$ cat src/rtl/vga_sync_gen.sv
// Raster timing generator: pixel coordinates, active-video flag, syncs and line/frame start pulses.
// All outputs are decoded from the next position and registered together, so they never skew.
module vga_sync_gen #(
    parameter int   H_ACTIVE = 640,
    parameter int   H_FP     = 16,
    parameter int   H_SYNC   = 96,
    parameter int   H_BP     = 48,
    parameter int   V_ACTIVE = 480,
    parameter int   V_FP     = 10,
    parameter int   V_SYNC   = 2,
    parameter int   V_BP     = 33,
    parameter logic SYNC_POL = 1'b0
) (
    input  logic       clk,
    input  logic       rst,
    input  logic       pix_en,
    output logic [9:0] px,
    output logic [9:0] py,
    output logic       video_active,
    output logic       hsync,
    output logic       vsync,
    output logic       line_start,
    output logic       frame_start
);

    localparam int H_TOTAL = H_ACTIVE + H_FP + H_SYNC + H_BP;
    localparam int V_TOTAL = V_ACTIVE + V_FP + V_SYNC + V_BP;

    generate
        if (H_TOTAL > 1024 || V_TOTAL > 1024) begin : g_bad_timing
            $error("vga_sync_gen: H_TOTAL/V_TOTAL do not fit the 10-bit position counters");
        end
    endgenerate

    localparam logic [9:0] H_LAST   = 10'(H_TOTAL - 1);
    localparam logic [9:0] V_LAST   = 10'(V_TOTAL - 1);
    localparam logic [9:0] H_VIS    = 10'(H_ACTIVE);
    localparam logic [9:0] V_VIS    = 10'(V_ACTIVE);
    localparam logic [9:0] HS_FIRST = 10'(H_ACTIVE + H_FP);
    localparam logic [9:0] HS_LAST  = 10'(H_ACTIVE + H_FP + H_SYNC - 1);
    localparam logic [9:0] VS_FIRST = 10'(V_ACTIVE + V_FP);
    localparam logic [9:0] VS_LAST  = 10'(V_ACTIVE + V_FP + V_SYNC - 1);

    logic [9:0] w_px_next;
    logic [9:0] w_py_next;
    logic       w_active_next;
    logic       w_hsync_on;
    logic       w_vsync_on;

    // Position the raster moves to on a strobe; py only advances on the horizontal wrap.
    always_comb begin
        w_px_next = px + 10'd1;
        w_py_next = py;
        if (px == H_LAST) begin
            w_px_next = '0;
            w_py_next = (py == V_LAST) ? '0 : py + 10'd1;
        end
    end

    assign w_active_next = (w_px_next < H_VIS) && (w_py_next < V_VIS);
    assign w_hsync_on    = (w_px_next >= HS_FIRST) && (w_px_next <= HS_LAST);
    assign w_vsync_on    = (w_py_next >= VS_FIRST) && (w_py_next <= VS_LAST);

    // NOTE: non-blocking assignments keep every register sampling pre-edge values, so
    // the decode of w_px_next/w_py_next and the position update land on the same edge.
    // NOTE: reset parks the raster on the last position with its decoded outputs, so the
    // first strobe after release lands on (0,0) with consistent flags and pulses.
    always_ff @(posedge clk or posedge rst) begin
        if (rst) begin
            px           <= H_LAST;
            py           <= V_LAST;
            video_active <= 1'b0;
            hsync        <= ~SYNC_POL;
            vsync        <= ~SYNC_POL;
            line_start   <= 1'b0;
            frame_start  <= 1'b0;
        end else begin
            line_start  <= 1'b0;
            frame_start <= 1'b0;
            if (pix_en) begin
                px           <= w_px_next;
                py           <= w_py_next;
                video_active <= w_active_next;
                hsync        <= w_hsync_on ? SYNC_POL : ~SYNC_POL;
                vsync        <= w_vsync_on ? SYNC_POL : ~SYNC_POL;
                line_start   <= (w_px_next == '0);
                frame_start  <= (w_px_next == '0) && (w_py_next == '0);
            end
        end
    end

endmodule

$ cat config.mk
export PLATFORM = sky130hd
export DESIGN_NAME = vga_sync_gen
export DESIGN_NICKNAME = d
export VERILOG_FILES = /design/src/rtl/vga_sync_gen.sv
export SDC_FILE = /design/constraint.sdc
export NUM_CORES = 1
export LEC_CHECK = 0
export ABC_CLOCK_PERIOD_IN_PS = 4790
export CORE_ASPECT_RATIO = 2
export CORE_UTILIZATION = 57
export DETAILED_ROUTE_END_ITERATION = 10
export MAX_ROUTING_LAYER = met4
export PLACE_DENSITY = 0.84
export SYNTH_ARGS = -nofsm -noshare
export SYNTH_HDL_FRONTEND = slang
export SYNTH_SLANG_ARGS = --single-unit
export TNS_END_PERCENT = 1
$ cat constraint.sdc
create_clock -name clk -period 4.79 [get_ports clk]
set_input_delay 1.1975 -clock clk [delete_from_list [all_inputs] [get_ports clk]]
set_output_delay 1.1975 -clock clk [all_outputs]
set_load 0.03 [all_outputs]
== Word-level counts from Yosys, hierarchy flattened ==
Cells that the tools add are included.

* Register bits: 25
* Bits of input ports: 3
* Output and inout bits: 25
* Word-level logic and storage cells: 30

* Add/sub/neg operators: 2
* Magnitude comparators: 6
* Equal/unequal tests: 2
* Multiplexer cells: 7
* Reduce and logical (&&, ||, !) cells: 6

{| class="wikitable"
|+ Operator list
! kind !! count
|-
| 10-bit two-way mux || 3
|-
| 10-bit by 1-bit adder with 10-bit output, second input constant || 2
|-
| 10-bit equality test, second input constant || 2
|-
| 10-bit zero test || 2
|-
| 10-bit >= comparator, second input constant || 1
|-
| 10-bit by 9-bit >= comparator with 1-bit output, second input constant || 1
|-
| 10-bit <= comparator, second input constant || 1
|-
| 10-bit by 9-bit <= comparator with 1-bit output, second input constant || 1
|-
| 10-bit less-than comparator, second input constant || 1
|-
| 10-bit by 9-bit less-than comparator with 1-bit output, second input constant || 1
|-
| 1-bit logical AND || 4
|-
| 1-bit two-way mux || 4
|}

== Longest topological paths before layout ==
* Depth after elaboration: 6
* Gate-level depth with buffers: 9
* Gate-level depth less buffers: 8

== Worst setup path after synthesis ==
No wires, ideal clock.

* Kind: flip-flop to flip-flop
* From: register px[1]
* To: register frame_start
* Library setup time: 0.111 ns
* Arrival: 2.520 ns
* Required time: 4.679 ns
* Setup slack: 2.158 ns
* Cell stages (with the launch flop): 10
* Path buffers: 2
* Clock period less this slack: 2.632 ns
* Cell sequence: dfstp_2 ha_1 and4_1 clkbuf_4 and3_1 clkbuf_8 o21ai_0 a22o_2 a2111o_1 a2111oi_2

* Word-level cells in the longest chain between the ends: 5
* Elaborated cells between the ends (all ways): 8
* Classes of those cells: 1 x add/sub; 1 x eq/ne; 3 x mux; 3 x reduce/logical

{| class="wikitable"
|+ RTL lines
! element !! line !! RTL
|-
| start, declared || 17 || <nowiki>output logic [9:0] px,</nowiki>
|-
| start signal, assigned || 81 || <nowiki>px <= w_px_next;</nowiki>
|-
| 10-bit by 1-bit adder with 10-bit output / 10-bit equality test (equally long branches) || 52, 54 ||
|-
| 10-bit two-way mux || 54 || <nowiki>if (px == H_LAST) begin</nowiki>
|-
| 10-bit zero test || 87 || <nowiki>frame_start <= (w_px_next == '0) && (w_py_next == '0);</nowiki>
|-
| 1-bit logical AND (*) || 87 ||
|-
| 1-bit two-way mux (*) || 80 || <nowiki>if (pix_en) begin</nowiki>
|-
| end signal, assigned || 87 ||
|-
| end, declared || 23 || <nowiki>output logic frame_start</nowiki>
|}

Every way passes the cells marked *; elsewhere a longest branch is shown, timed or not.
A chain may end at the register's enable or synchronous reset.

== Worst setup path in the final report ==
* From: input pix_en
* To: register frame_start

* Word-level cells in the longest chain between the ends: 1

{| class="wikitable"
|+ RTL lines
! element !! line !! RTL
|-
| start, declared || 16 || <nowiki>input logic pix_en,</nowiki>
|-
| 1-bit two-way mux || 80 ||
|}

No other way between the ends.

==> flow_metrics.tcl <==
set metrics [dict create \
    syn_area_per_cell_um2 8.73 \
    finalHoldViolations 0 \
    leakage_nw 0.756 \
    cts_resized 0 \
    final.setup_skew_ps 5.36 \
    max_stage_delay_ps 450 \
    fin_crit_sh 0.617 \
    wl_met1_mm 1.54 \
    clk_pin_slew_ps 80 \
    ys_seq_area_frac 0.369 \
    synth_top_area_cell "dfrtp_1" \
    overflow 0 \
    start_util 0.591 \
    die_y_um 80.1 \
    antenna_found_initial 0 \
    setup_slack_ps 1840 \
    die_w_um 41.0 \
    cp_top_family "buffers and inverters" \
    ir_drop_mv 0.260 \
    final_nets 228 \
    cts_tree "yes" \
    syn_inst 199 \
    p_per_area_nw_per_um2 343 \
    wl_met3_um 157 \
    path_buf_inv 2 \
    r2r_setup_slack_ps 1930 \
    slowest_stage "clkdlybuf4s50_1" \
    numPortBuffers 27 \
    start_kind "input port" \
    ant_nets 0 \
    root_buffer "clkbuf_8" \
    worstPathMaxFanout 30 \
    yosys_most_used_dff "dfrtp_1" \
    gp_congestion 0.904 \
    seq_area_um2 641 \
    synth.top_cells.by_count "nand2_1 (24), nor2_1 (15), dfrtp_1 (13), o21ai_0 (13)" \
    cts_buffer_depth 2 \
    vias_per_cell 6.39 \
    dieArea_um2 3290 \
    grt_max_degree 31 \
    cts_max_level 1 \
    multi_input_area_um2 961 \
    drc 0 \
    synth.area.top_cells "dfrtp_1 (19%), dfstp_2 (18%), xnor2_1 (5.5%)" \
    worstSetupEndpointType "register" \
    io_pins 28 \
    fill_cells 236 \
    drt_iter0_drc 81 \
    final.setup.tns_ps 0 \
    hold_class "reg2reg" \
    yosysUniqueCellTypes 50 \
    highest_layer "met4" \
    post_drt_wl_per_cell_um 17.2 \
    async_flop_share 1.00 \
    worstSkewPairLatency_ps 280 \
    path_class "in2reg" \
    timing.critical_path.cells "clkdlybuf4s50_1 -> buf_4 -> nand2_1 -> or3_2 -> a2111o_1 -> a2111oi_2" \
    worstMarginPinSlew_ps 933 \
    synthesis.nets 207 \
    slew_headroom 0.377 \
    fp-row-count 28 \
    synth.cell_area_um2 1740 \
    required_ps 4960 \
    clock_sinks 25 \
    rsz0062_at_grt "no" \
    dp_slack_ps 1560 \
    coreArea_um2 2940 \
    dpl.hpwl_mm 3.18 \
    dr.pass1.iters 4 \
    synth_most_common_cell "nand2_1" \
    yosys.area.top_type_share 0.187 \
    grt_pass1_wl_mm 6.86 \
    cap_violations 0 \
    areaGrowthSynthToFinish_pct 15.3 \
    worstPathArrival_ps 3130 \
    synth-warning-count 0 \
    cts_hold_buf 0 \
    grt_pass1_vias 1548 \
    insertedDiodeCount 0 \
    drt-total-wl_mm 4.27 \
    cp.depth 6 \
    ys_ff_latch 25 \
    cts_setup_buffers 0 \
    dr_wl_met2_mm 2.35 \
    numCtsBuffers 3 \
    via_count 1592 \
    status "finished, final reports clean" \
    min_period_ps 2950 \
    r2r_cells 7 \
    final_max_slew_viol_count 0 \
    whs_path_depth 2 \
    layout-drive-gt1-share 0.132 \
    synth-edff-count 0 \
    grt_usage 0.308 \
    fmax_mhz 338 \
    setup_viol 0 \
]
==> worst min-delay path, cell delays in order, from the launching register on <==
cell	delay [ps]
dfstp_2	380
nor2_1	80
a41oi_1	50
==> power breakdown <==
group | switching [mW] | internal [mW] | total [mW]
logic | 0.145 | 0.102 | 0.247
registers | 0.0579 | 0.255 | 0.313
clock network | 0.0682 | 0.0597 | 0.128
total | 0.271 | 0.417 | 0.688
==> placed cells by master, fill, tap and decap left out, types with 2 or more instances in the layout <==
master / Yosys / final
clkdlybuf4s50_1: 0 / 27
nand2_1: 24 / 24
nor2_1: 15 / 15
o21ai_0: 13 / 13
dfrtp_1: 13 / 13
nand3_1: 12 / 12
dfstp_2: 12 / 12
xnor2_1: 11 / 11
inv_1: 11 / 11
nor3_1: 8 / 8
a21oi_1: 7 / 7
nand4_1: 6 / 6
ha_1: 5 / 5
and3_1: 4 / 4
xor2_1: 4 / 4
nor4_1: 3 / 3
mux2_2: 3 / 3
or3_1: 3 / 3
a31oi_1: 3 / 3
clkbuf_8: 3 / 3
o31ai_1: 2 / 2
o41ai_1: 2 / 2
a211oi_2: 2 / 2
==> through the flow <==
| step | std cells | hold WS [ps] | utilization | power (mW) | instance area (µm²) |
|---|---|---|---|---|---|
| after global routing | 249 | 527 | 0.681 | 0.722 | 2000 |
| after CTS | 249 | 521 | 0.681 | 0.686 | 2000 |
| after detailed placement | 245 | 503 | 0.665 | 0.561 | 1960 |
| after floorplan | 199 | 547 | - | 0.475 | 1740 |
| final | 249 | 511 | 0.681 | 0.688 | 2000 |
| after global placement | 245 | 499 | 0.665 | 0.549 | 1960 |
==> metal layers <==
metal | track usage | vias up
li1 | - | 750
met1 | 0.309 | 763
met2 | 0.517 | 58
met3 | 0.0331 | 21
met4 | 0.190 | 0
met5 | - | -
==> area by class of cell <==
cell class | count | area share
repair buffers | 28 | 0.139
inverters | 11 | 0.0206
flip-flops and latches | 25 | 0.320
well taps | 30 | 0.0187
clock buffers | 4 | 0.0225
multi-input cells | 151 | 0.480
==> flip-flops by register name, indices dropped and copies added, names as in the netlist <==
signal        flops
px               10
py               10
frame_start       1
hsync             1
line_start        1
video_active      1
vsync             1
==> cells by family (layout without fill, tap and decap cells) <==
family	Yosys count	count (layout)	share of synthesized area
DFF	25	25	0.369
xor gates and xnor gates	15	15	0.0756
buffers and inverters	23	43	0.0785
adders and majority gates	5	5	0.0360
muxes	4	4	0.0252
and+or+nand+nor	85	85	0.246
AOI/OAI and AO/OA	42	42	0.171
==> path summary, 6_finish.rpt <==
path	start	endpoint
max	pix_en	frame_start$_DFF_PP0_
min	vsync$_DFFE_PP1P_	vsync$_DFFE_PP1P_
max reg2reg	px[1]$_DFFE_PP1P_	frame_start$_DFF_PP0_
min reg2reg	vsync$_DFFE_PP1P_	vsync$_DFFE_PP1P_
max in group asynchronous	rst	frame_start$_DFF_PP0_
min in group asynchronous	rst	py[5]$_DFFE_PP0P_
No activity file was read; power rests on OpenSTA's default activity.
